<file path="src/rtl/uart_pkg.sv">
// Shared types and constants for the buffered UART transmitter.
package uart_pkg;

  typedef enum logic [2:0] {
    StIdle,
    StStart,
    StData,
    StParity,
    StStop
  } tx_state_e;

  localparam int unsigned PAR_NONE = 0;
  localparam int unsigned PAR_EVEN = 1;
  localparam int unsigned PAR_ODD  = 2;

  // 125 MHz system clock at 115200 baud.
  localparam int unsigned DEFAULT_BAUD_DIV = 1085;

  // Parity of a payload zero-extended to 8 bits; odd parity inverts the XOR.
  function automatic logic parity_bit(input logic [7:0] data, input int unsigned par);
    return (^data) ^ (par == PAR_ODD);
  endfunction

endpackage

</file>
<file path="src/rtl/sync_fifo.sv">
// Single-clock FIFO with registered pointers, occupancy count and full/empty flags.
module sync_fifo #(
  parameter int unsigned WIDTH = 8,
  parameter int unsigned DEPTH = 16
) (
  input  logic                    clk_i,
  input  logic                    rst_i,
  input  logic                    push_i,
  input  logic                    pop_i,
  input  logic [WIDTH-1:0]        wdata_i,
  output logic [WIDTH-1:0]        rdata_o,
  output logic                    full_o,
  output logic                    empty_o,
  output logic [$clog2(DEPTH):0]  count_o
);

  localparam int unsigned PtrW = $clog2(DEPTH);

  logic [WIDTH-1:0] mem_q [DEPTH];
  logic [PtrW-1:0]  wr_ptr_q, rd_ptr_q;
  logic [PtrW:0]    count_q, count_d;
  logic             full_q, empty_q;
  logic             push_ok, pop_ok;

  // A push is gated only by the registered full flag, independent of a same-cycle pop.
  assign push_ok = push_i && !full_q;
  assign pop_ok  = pop_i && !empty_q;

  // Occupancy next-state; push and pop together leave the count unchanged.
  always_comb begin
    count_d = count_q;
    case ({push_ok, pop_ok})
      2'b10:   count_d = count_q + (PtrW+1)'(1);
      2'b01:   count_d = count_q - (PtrW+1)'(1);
      default: count_d = count_q;
    endcase
  end

  // Pointers, count and flags.
  always_ff @(posedge clk_i) begin
    if (rst_i) begin
      wr_ptr_q <= '0;
      rd_ptr_q <= '0;
      count_q  <= '0;
      full_q   <= 1'b0;
      empty_q  <= 1'b1;
    end else begin
      if (push_ok) wr_ptr_q <= wr_ptr_q + PtrW'(1);
      if (pop_ok)  rd_ptr_q <= rd_ptr_q + PtrW'(1);
      count_q <= count_d;
      full_q  <= (count_d == (PtrW+1)'(DEPTH));
      empty_q <= (count_d == '0);
    end
  end

  // Storage; a pop from the slot being written still sees the old entry.
  always_ff @(posedge clk_i) begin
    if (push_ok) mem_q[wr_ptr_q] <= wdata_i;
  end

  assign rdata_o = mem_q[rd_ptr_q];
  assign full_o  = full_q;
  assign empty_o = empty_q;
  assign count_o = count_q;

endmodule

</file>
<file path="src/rtl/uart_tx_fifo.sv">
// Buffered UART transmitter: FIFO front end feeding a start/data/parity/stop serialiser.
module uart_tx_fifo
  import uart_pkg::*;
#(
  parameter int unsigned BAUD_DIV  = DEFAULT_BAUD_DIV,
  parameter int unsigned DEPTH     = 16,
  parameter int unsigned DATA_BITS = 8,
  parameter int unsigned PARITY    = PAR_NONE,
  parameter int unsigned STOP_BITS = 1
) (
  input  logic                        CLK,
  input  logic                        RST,
  input  logic                        wr_en,
  input  logic [DATA_BITS-1:0]        wr_data,
  output logic                        full,
  output logic                        empty,
  output logic [$clog2(DEPTH):0]      count,
  output logic                        busy,
  output logic                        overflow,
  input  logic                        clr_overflow,
  output logic                        uart_tx
);

  localparam int unsigned BaudW = $clog2(BAUD_DIV);

  tx_state_e            state_q, state_d;
  logic [BaudW-1:0]     baud_q, baud_d;
  logic [2:0]           bit_q, bit_d;
  logic [DATA_BITS-1:0] shift_q, shift_d;
  logic                 par_q, par_d;
  logic                 tx_q, tx_d;
  logic                 busy_q, busy_d;
  logic                 ovf_q, ovf_d;
  logic                 pop;
  logic                 baud_wrap;
  logic [DATA_BITS-1:0] fifo_rdata;

  sync_fifo #(
    .WIDTH (DATA_BITS),
    .DEPTH (DEPTH)
  ) u_fifo (
    .clk_i   (CLK),
    .rst_i   (RST),
    .push_i  (wr_en),
    .pop_i   (pop),
    .wdata_i (wr_data),
    .rdata_o (fifo_rdata),
    .full_o  (full),
    .empty_o (empty),
    .count_o (count)
  );

  assign baud_wrap = (baud_q == BaudW'(BAUD_DIV - 1));

  // State and datapath registers; reset abandons any frame in flight.
  always_ff @(posedge CLK) begin
    if (RST) begin
      state_q <= StIdle;
      baud_q  <= '0;
      bit_q   <= '0;
      shift_q <= '0;
      par_q   <= 1'b0;
      tx_q    <= 1'b1;
      busy_q  <= 1'b0;
      ovf_q   <= 1'b0;
    end else begin
      state_q <= state_d;
      baud_q  <= baud_d;
      bit_q   <= bit_d;
      shift_q <= shift_d;
      par_q   <= par_d;
      tx_q    <= tx_d;
      busy_q  <= busy_d;
      ovf_q   <= ovf_d;
    end
  end

  // Next state, baud/bit counters, shift register and FIFO pop.
  always_comb begin
    state_d = state_q;
    baud_d  = baud_q;
    bit_d   = bit_q;
    shift_d = shift_q;
    par_d   = par_q;
    pop     = 1'b0;
    if (state_q != StIdle) baud_d = baud_wrap ? '0 : baud_q + BaudW'(1);
    case (state_q)
      StIdle: begin
        if (!empty) begin
          pop     = 1'b1;
          state_d = StStart;
          baud_d  = '0;
        end
      end
      StStart: begin
        if (baud_wrap) begin
          state_d = StData;
          bit_d   = '0;
        end
      end
      StData: begin
        if (baud_wrap) begin
          shift_d = shift_q >> 1;
          if (bit_q == 3'(DATA_BITS - 1)) begin
            bit_d   = '0;
            state_d = (PARITY != PAR_NONE) ? StParity : StStop;
          end else begin
            bit_d = bit_q + 3'd1;
          end
        end
      end
      StParity: begin
        if (baud_wrap) begin
          state_d = StStop;
          bit_d   = '0;
        end
      end
      StStop: begin
        if (baud_wrap) begin
          if (bit_q == 3'(STOP_BITS - 1)) begin
            bit_d = '0;
            // Chain straight into the next start bit when more data is waiting.
            if (!empty) begin
              pop     = 1'b1;
              state_d = StStart;
            end else begin
              state_d = StIdle;
            end
          end else begin
            bit_d = bit_q + 3'd1;
          end
        end
      end
      default: state_d = StIdle;
    endcase
    if (pop) begin
      shift_d = fifo_rdata;
      par_d   = parity_bit(8'(fifo_rdata), PARITY);
    end
  end

  // Registered line and busy outputs, decoded from the upcoming state.
  always_comb begin
    tx_d = 1'b1;
    case (state_d)
      StStart:  tx_d = 1'b0;
      StData:   tx_d = shift_d[0];
      StParity: tx_d = par_d;
      default:  tx_d = 1'b1;
    endcase
    busy_d = (state_d != StIdle);
  end

  // Sticky overflow; a dropped push outranks a same-cycle clear.
  always_comb begin
    ovf_d = ovf_q;
    if (clr_overflow) ovf_d = 1'b0;
    if (wr_en && full) ovf_d = 1'b1;
  end

  assign uart_tx  = tx_q;
  assign busy     = busy_q;
  assign overflow = ovf_q;

endmodule

</file>
<file path="config.mk">
export PLATFORM = sky130hd
export DESIGN_NAME = uart_tx_fifo
export DESIGN_NICKNAME = d
export VERILOG_FILES = /design/src/rtl/uart_pkg.sv /design/src/rtl/sync_fifo.sv /design/src/rtl/uart_tx_fifo.sv
export SDC_FILE = /design/constraint.sdc
export NUM_CORES = 1
export LEC_CHECK = 0
export CORE_MARGIN = 2
export CORE_UTILIZATION = 55
export DETAILED_ROUTE_END_ITERATION = 8
export PLACE_DENSITY = 0.75
export SYNTH_ARGS = -nofsm -noshare
export SYNTH_HDL_FRONTEND = slang
export SYNTH_SLANG_ARGS = --single-unit
</file>
<file path="constraint.sdc">
create_clock -name CLK -period 4.25 [get_ports CLK]
set_input_delay 0.6375 -clock CLK [delete_from_list [all_inputs] [get_ports CLK]]
set_output_delay 0.6375 -clock CLK [all_outputs]
set_load 0.02 [all_outputs]
</file>
* Word-level counts from Yosys, hierarchy flattened *
Memories as Yosys holds them, arrays and structs flattened. A register that Yosys moved wholly into a read port is not among the register bits.
Cells that the tools add are included.
Widths: inputs -> output; s select.

operators by class
  add/sub/neg operators = 6
  mux-type cells = 35
  reduce and logical (&&, ||, !) cells = 18
  equal/unequal tests = 15

operators with widths
  operator               number
  $mux 11                4
  $mux 3                 12
  $mux 8                 3
  $pmux 3 s5             1
  $eq 3x2->1 const B     4
  $add 11x1->11 const B  1
  $eq 11x11->1 const B   1
  $pmux 5 s2             1
  $mux 1                 9
  $pmux 3 s3             1
  $reduce_bool 3->1      3
  $add 4x1->4 const B    2
  $mux 4                 2
  $reduce_xor 8->1       1
  $eq 3x1->1 const B     2
  $eq 3x3->1 const B     2
  $logic_not 3->1        2
  $reduce_bool 2->1      3
  $add 5x1->5 const B    1
  $eq 5x5->1 const B     1
  $logic_not 5->1        1
  $sub 5x1->5 const B    1
  $ne 2x2->1 const B     2
  $reduce_and 4->1       1
  other kinds (10)       13

storage, ports and cells
  memories kept = 1
  input port bits = 12
  output and inout port bits = 10
  logic and storage cells = 89
  bits in writable memories = 128
  flip-flop bits (word level) = 44

memories
  name          depth  width  rd ports  clocked after Yosys merged registers in  write ports  RTL line         text
  u_fifo.mem_q  16     8      1         1                                        1            sync_fifo.sv:19  logic [WIDTH-1:0] mem_q [DEPTH];

* Logic depth before layout (Yosys ltp) *
  word-level depth = 8
  gate-level depth with buffers = 15
  gate-level depth less buffers = 14

* Hierarchy *
Synthesis repeated with hierarchy kept, for this count alone.

second synthesis, totals
  cell total of the unflattened synthesis = 473
  area, all modules = 7375.8 sq um

modules (own cells, without submodules)
  module        instances  sequential area each (sq um)  cells each  area an instance (sq um)
  sync_fifo     1          4224.1                        303         5845.6
  uart_tx_fifo  1          580.6                         170         1530.2

* Worst setup path after synthesis *
OpenSTA, ideal clock, no wires.

  kind = flip-flop to flip-flop
  start = register bit_q[0]
  end = register u_fifo.empty_q, in the netlist u_fifo.empty_o
  cell stages (with the launch flop) = 16
  setup time = 116 ps
  slack = 1140 ps
  required time = 4134 ps
  buffers on the path = 1
  period minus slack after synthesis = 3110 ps
  data arrival time = 2994 ps
  cell sequence = dfxtp_1 -> inv_1 -> ha_1 -> or3b_2 -> nor4_1 -> nor2_1 -> or2_1 -> buf_6 -> inv_2 -> ha_1 -> mux2i_1 -> nor3_1 -> mux2i_1 -> or3_1 -> and2_1 -> a41o_1

between the ends
  word-level cells in the longest chain between the ends = 8
  elaborated cells on any way between the ends = 9
  classes of those cells = 2 x eq/ne; 4 x mux; 3 x reduce/logical

RTL lines
  what                                             RTL line             text
  from (decl)                                      uart_tx_fifo.sv:28   logic [2:0] bit_q, bit_d;
  from (signal assigned)                           uart_tx_fifo.sv:69   bit_q <= bit_d;
  $logic_not 3->1 *                                uart_tx_fifo.sv:120  if (bit_q == 3'(STOP_BITS - 1)) begin
  $mux 1 *                                         uart_tx_fifo.sv:120
  $mux 1 *                                         uart_tx_fifo.sv:119  if (baud_wrap) begin
  $pmux 1 s2 *                                     uart_tx_fifo.sv:87   case (state_q)
  $logic_and 1x1->1 *                              sync_fifo.sv:27      assign pop_ok = pop_i && !empty_q;
  $eq 2x1->1 / $eq 2x2->1 (equally long branches)  sync_fifo.sv:32      case ({push_ok, pop_ok})
  $pmux 5 s2 *                                     sync_fifo.sv:32
  $logic_not 5->1 *                                sync_fifo.sv:52      empty_q <= (count_d == '0);
  to (signal assigned)                             sync_fifo.sv:52
  to (decl)                                        sync_fifo.sv:22      logic full_q, empty_q;

Every way passes the cells marked *; elsewhere a longest branch is shown, timed or not.
A chain may end at the register's enable or synchronous reset.

* Final worst setup path *
  start = register bit_q[1]
  end = register u_fifo.empty_q, in the netlist u_fifo.empty_o

Same word-level chain as after synthesis.

==> results.tsv <==
metric	value	unit
Post-synth EDFFs	128	
GP Congestion	0.801	
worst skew pair latency	440	ps
full die area	0.0142	mm²
Final Cell Area	0.00825	mm²
max-cap viol count	0	
Ys Warns	0	
share of layout cells above drive strength 1	14.5	%
Hold Crit Class	flip-flop to flip-flop	
area occupied by multi-input gates	0.00230	mm²
reg2reg start	bit_q[1]$_SDFFE_PP0P_	
CTS Hold Buffers Added	0	
predominant post-synthesis flop cell	edfxtp_1	
largest net degree at the start of global routing	22	
num rows	42	
clock transition at the registers of the reported paths	70	ps
final std cells w/o fill	708	
total track usage	21.9	%
crit share post-route	87.1	%
DR vias/cell	5.88	
# DRC	0	
initial antenna violation count	0	
Synth Instances	498	
Die Height	119	µm
Seq/Total Area, Yosys	65.8	%
fin. max-slew vios	0	
setup violators final	0	
unrepaired setup endpoints after global routing	no	
R2R setup slack	550	ps
Startpoint Class	flip-flop	
post-CTS setup buffer count	0	
# IOs	22	
final core occ	63.0	%
Clock Tree Buf Depth	2	
post-synth top area cell	edfxtp_1	
vias in the first global route	4153	
Core Area	0.0131	mm²
VDD IR max	0.475	mV
wire per inst	20.0	µm
worst-margin pin slew	920	ps
Syn Area/Cell	14.7	µm²
dpl cell area	0.00764	mm²
Crit. End Element	flip-flop	
Slew headroom	38.5	%
status	completed	
DP Wirelength	8.88	mm
Reg area	0.00481	mm²
top cells by area, synth	edfxtp_1, dfxtp_1, mux4_2	
crit path DAT	4020	ps
H-tree levels	4	
Setup Skew	15.5	ps
final wirelength	14.2	mm
I/O Buffers	21	
TritonCTS clock tree	done	
first-pass GRT wire length	22.9	mm
Syn-to-layout area delta	12.9	%
Worst Hold End	bit_q[2]$_SDFFE_PP0P_	
Initial Util	55.8	%
vias post-DR	4161	
hold wc startpoint	bit_q[2]$_SDFFE_PP0P_	
CTS sink count	176	
Min-Delay Path Depth	2	
r2r worst-path depth	14	
GRT overflow	0	
Layout Nets	544	
dpl cells	677	
crit path time final	3700	ps
Syn Std Cell Area	0.00730	mm²
synth unique cells	51	
DRT antenna net count	0	
Die X	119	µm
Fmax	0.270	GHz
most frequent cell after synthesis	edfxtp_1	
reg2reg end	u_fifo.empty_o$_SDFF_PP1_	
Synth Register Bits	176	
CTS resizes	0	
Post-synth ARST share	0	%
Required @ worst endpoint	4580	ps
post-synth net total	522	
P per Cell Area	578	mW/mm²
top-area cell type share of the netlist area	52.6	%
fillers	915	
Leakage Power	2.69	nW
Crit Path Class	flip-flop to flip-flop	
drt pass-1 iters	4	
Detailed Route Iter0 Violations	348	
top cells by instance count after synthesis	edfxtp_1, nor2_1, dfxtp_1	
Final Hold Viols	0	
ant diodes	0	
overall power	4.76	mW
number of buffers created by CTS	17	
worst-path fanout max	18	
Root Buffer	clkbuf_16	
Fin Setup TNS	0	ps
-- worst max-delay path: stages (launching register included) --
cell and delay [ps]:
dfxtp_1 330, inv_1 70, ha_1 150, or3b_2 470, nor4_1 430, nor2_1 60
or2_1 440, inv_2 240, ha_1 290, mux2i_1 110, nor3_1 170, mux2i_1 110
or3_1 340, and2_1 180, a41o_1 230
-- sequential cells by signal (all words and copies together), names as in the netlist, named ones only --
register and count:
u_fifo.mem_q 128, baud_q 11, shift_q 8, u_fifo.count_o 5, u_fifo.rd_ptr_q 4, u_fifo.wr_ptr_q 4, bit_q 3, state_q 3
busy 1, overflow 1, par_q 1, u_fifo.empty_o 1, u_fifo.full_o 1, uart_tx 1
-- cells by family after synthesis --
family                   share of synthesized area [%]
flip-flops                                        65.8
AO/OA/AOI/OAI                                     5.12
multiplexers                                      11.5
AND/OR/NAND/NOR                                   9.72
adder cells (fa/ha/maj)                           2.06
buffers and inverters                             2.66
XOR/XNOR                                          3.12
-- cell type report --
| class | instances | share of cell area, % |
|---|---|---|
| clock buffers | 17 | 5.16 |
| clock inverters | 14 | 2.14 |
| inverters | 12 | 0.546 |
| multi-input cells | 284 | 27.9 |
| flip-flops and latches | 176 | 58.3 |
| well taps | 176 | 2.67 |
| repair buffers | 29 | 3.28 |
-- worst max-delay path by stage --
stage	from	end	slack, ps
3_5_place_dp	bit_q[1]$_SDFFE_PP0P_	u_fifo.empty_o$_SDFF_PP1_	620
6_report	bit_q[1]$_SDFFE_PP0P_	u_fifo.empty_o$_SDFF_PP1_	550
2_1_floorplan	bit_q[0]$_SDFFE_PP0P_	u_fifo.empty_o$_SDFF_PP1_	1140
3_3_place_gp	bit_q[1]$_SDFFE_PP0P_	u_fifo.empty_o$_SDFF_PP1_	750
5_1_grt	bit_q[1]$_SDFFE_PP0P_	u_fifo.empty_o$_SDFF_PP1_	330
4_1_cts	bit_q[1]$_SDFFE_PP0P_	u_fifo.empty_o$_SDFF_PP1_	600
-- power breakdown --
group          total (mW)  leakage (nW)  internal [mW]  switching [mW]
sequential           2.10          1.55           1.96           0.149
combinational        1.06         0.851          0.524           0.533
clock                1.60         0.294          0.933           0.669
total                4.76          2.69           3.41            1.35
-- routing by layer --
layer / wire length, µm / vias up / GRT usage (%)
met4: 382 / 0 / 10.6
met5: 0 / - / 0
li1: - / 1913 / -
met1: 5740 / 2083 / 27.1
met2: 7330 / 139 / 36.7
met3: 722 / 26 / 4.79
-- through the flow --
step	setup slack (ps)	hold WS (ps)
final	550	483
after global routing	332	524
after CTS	602	489
after detailed placement	616	479
after global placement	750	456
after floorplan	1140	452
-- cell usage in the layout (no fill, tap or decap), types with 2 or more instances in the layout --
master / Yosys / final
bufinv_16: 0 / 3
clkinv_1: 0 / 2
nand4_1: 5 / 5
buf_4: 1 / 8
nand4b_1: 2 / 2
nand2b_1: 7 / 7
inv_1: 11 / 11
nor2b_1: 3 / 3
clkdlybuf4s50_1: 0 / 21
a31oi_1: 5 / 5
o21ai_0: 4 / 4
a211oi_1: 8 / 8
inv_8: 0 / 2
nor3_1: 9 / 9
mux2i_1: 12 / 12
inv_6: 0 / 5
ha_1: 12 / 12
dfxtp_1: 48 / 47
mux4_2: 32 / 32
clkbuf_16: 0 / 17
xor2_1: 10 / 10
a22oi_1: 16 / 16
or3_1: 4 / 4
xnor2_1: 16 / 16
o22ai_1: 2 / 2
a21oi_1: 12 / 12
and2_1: 2 / 2
nand2_1: 27 / 27
edfxtp_1: 128 / 128
nor2_1: 69 / 69
nand3_1: 7 / 7
Note: power is estimated with default switching activity, not from simulation.
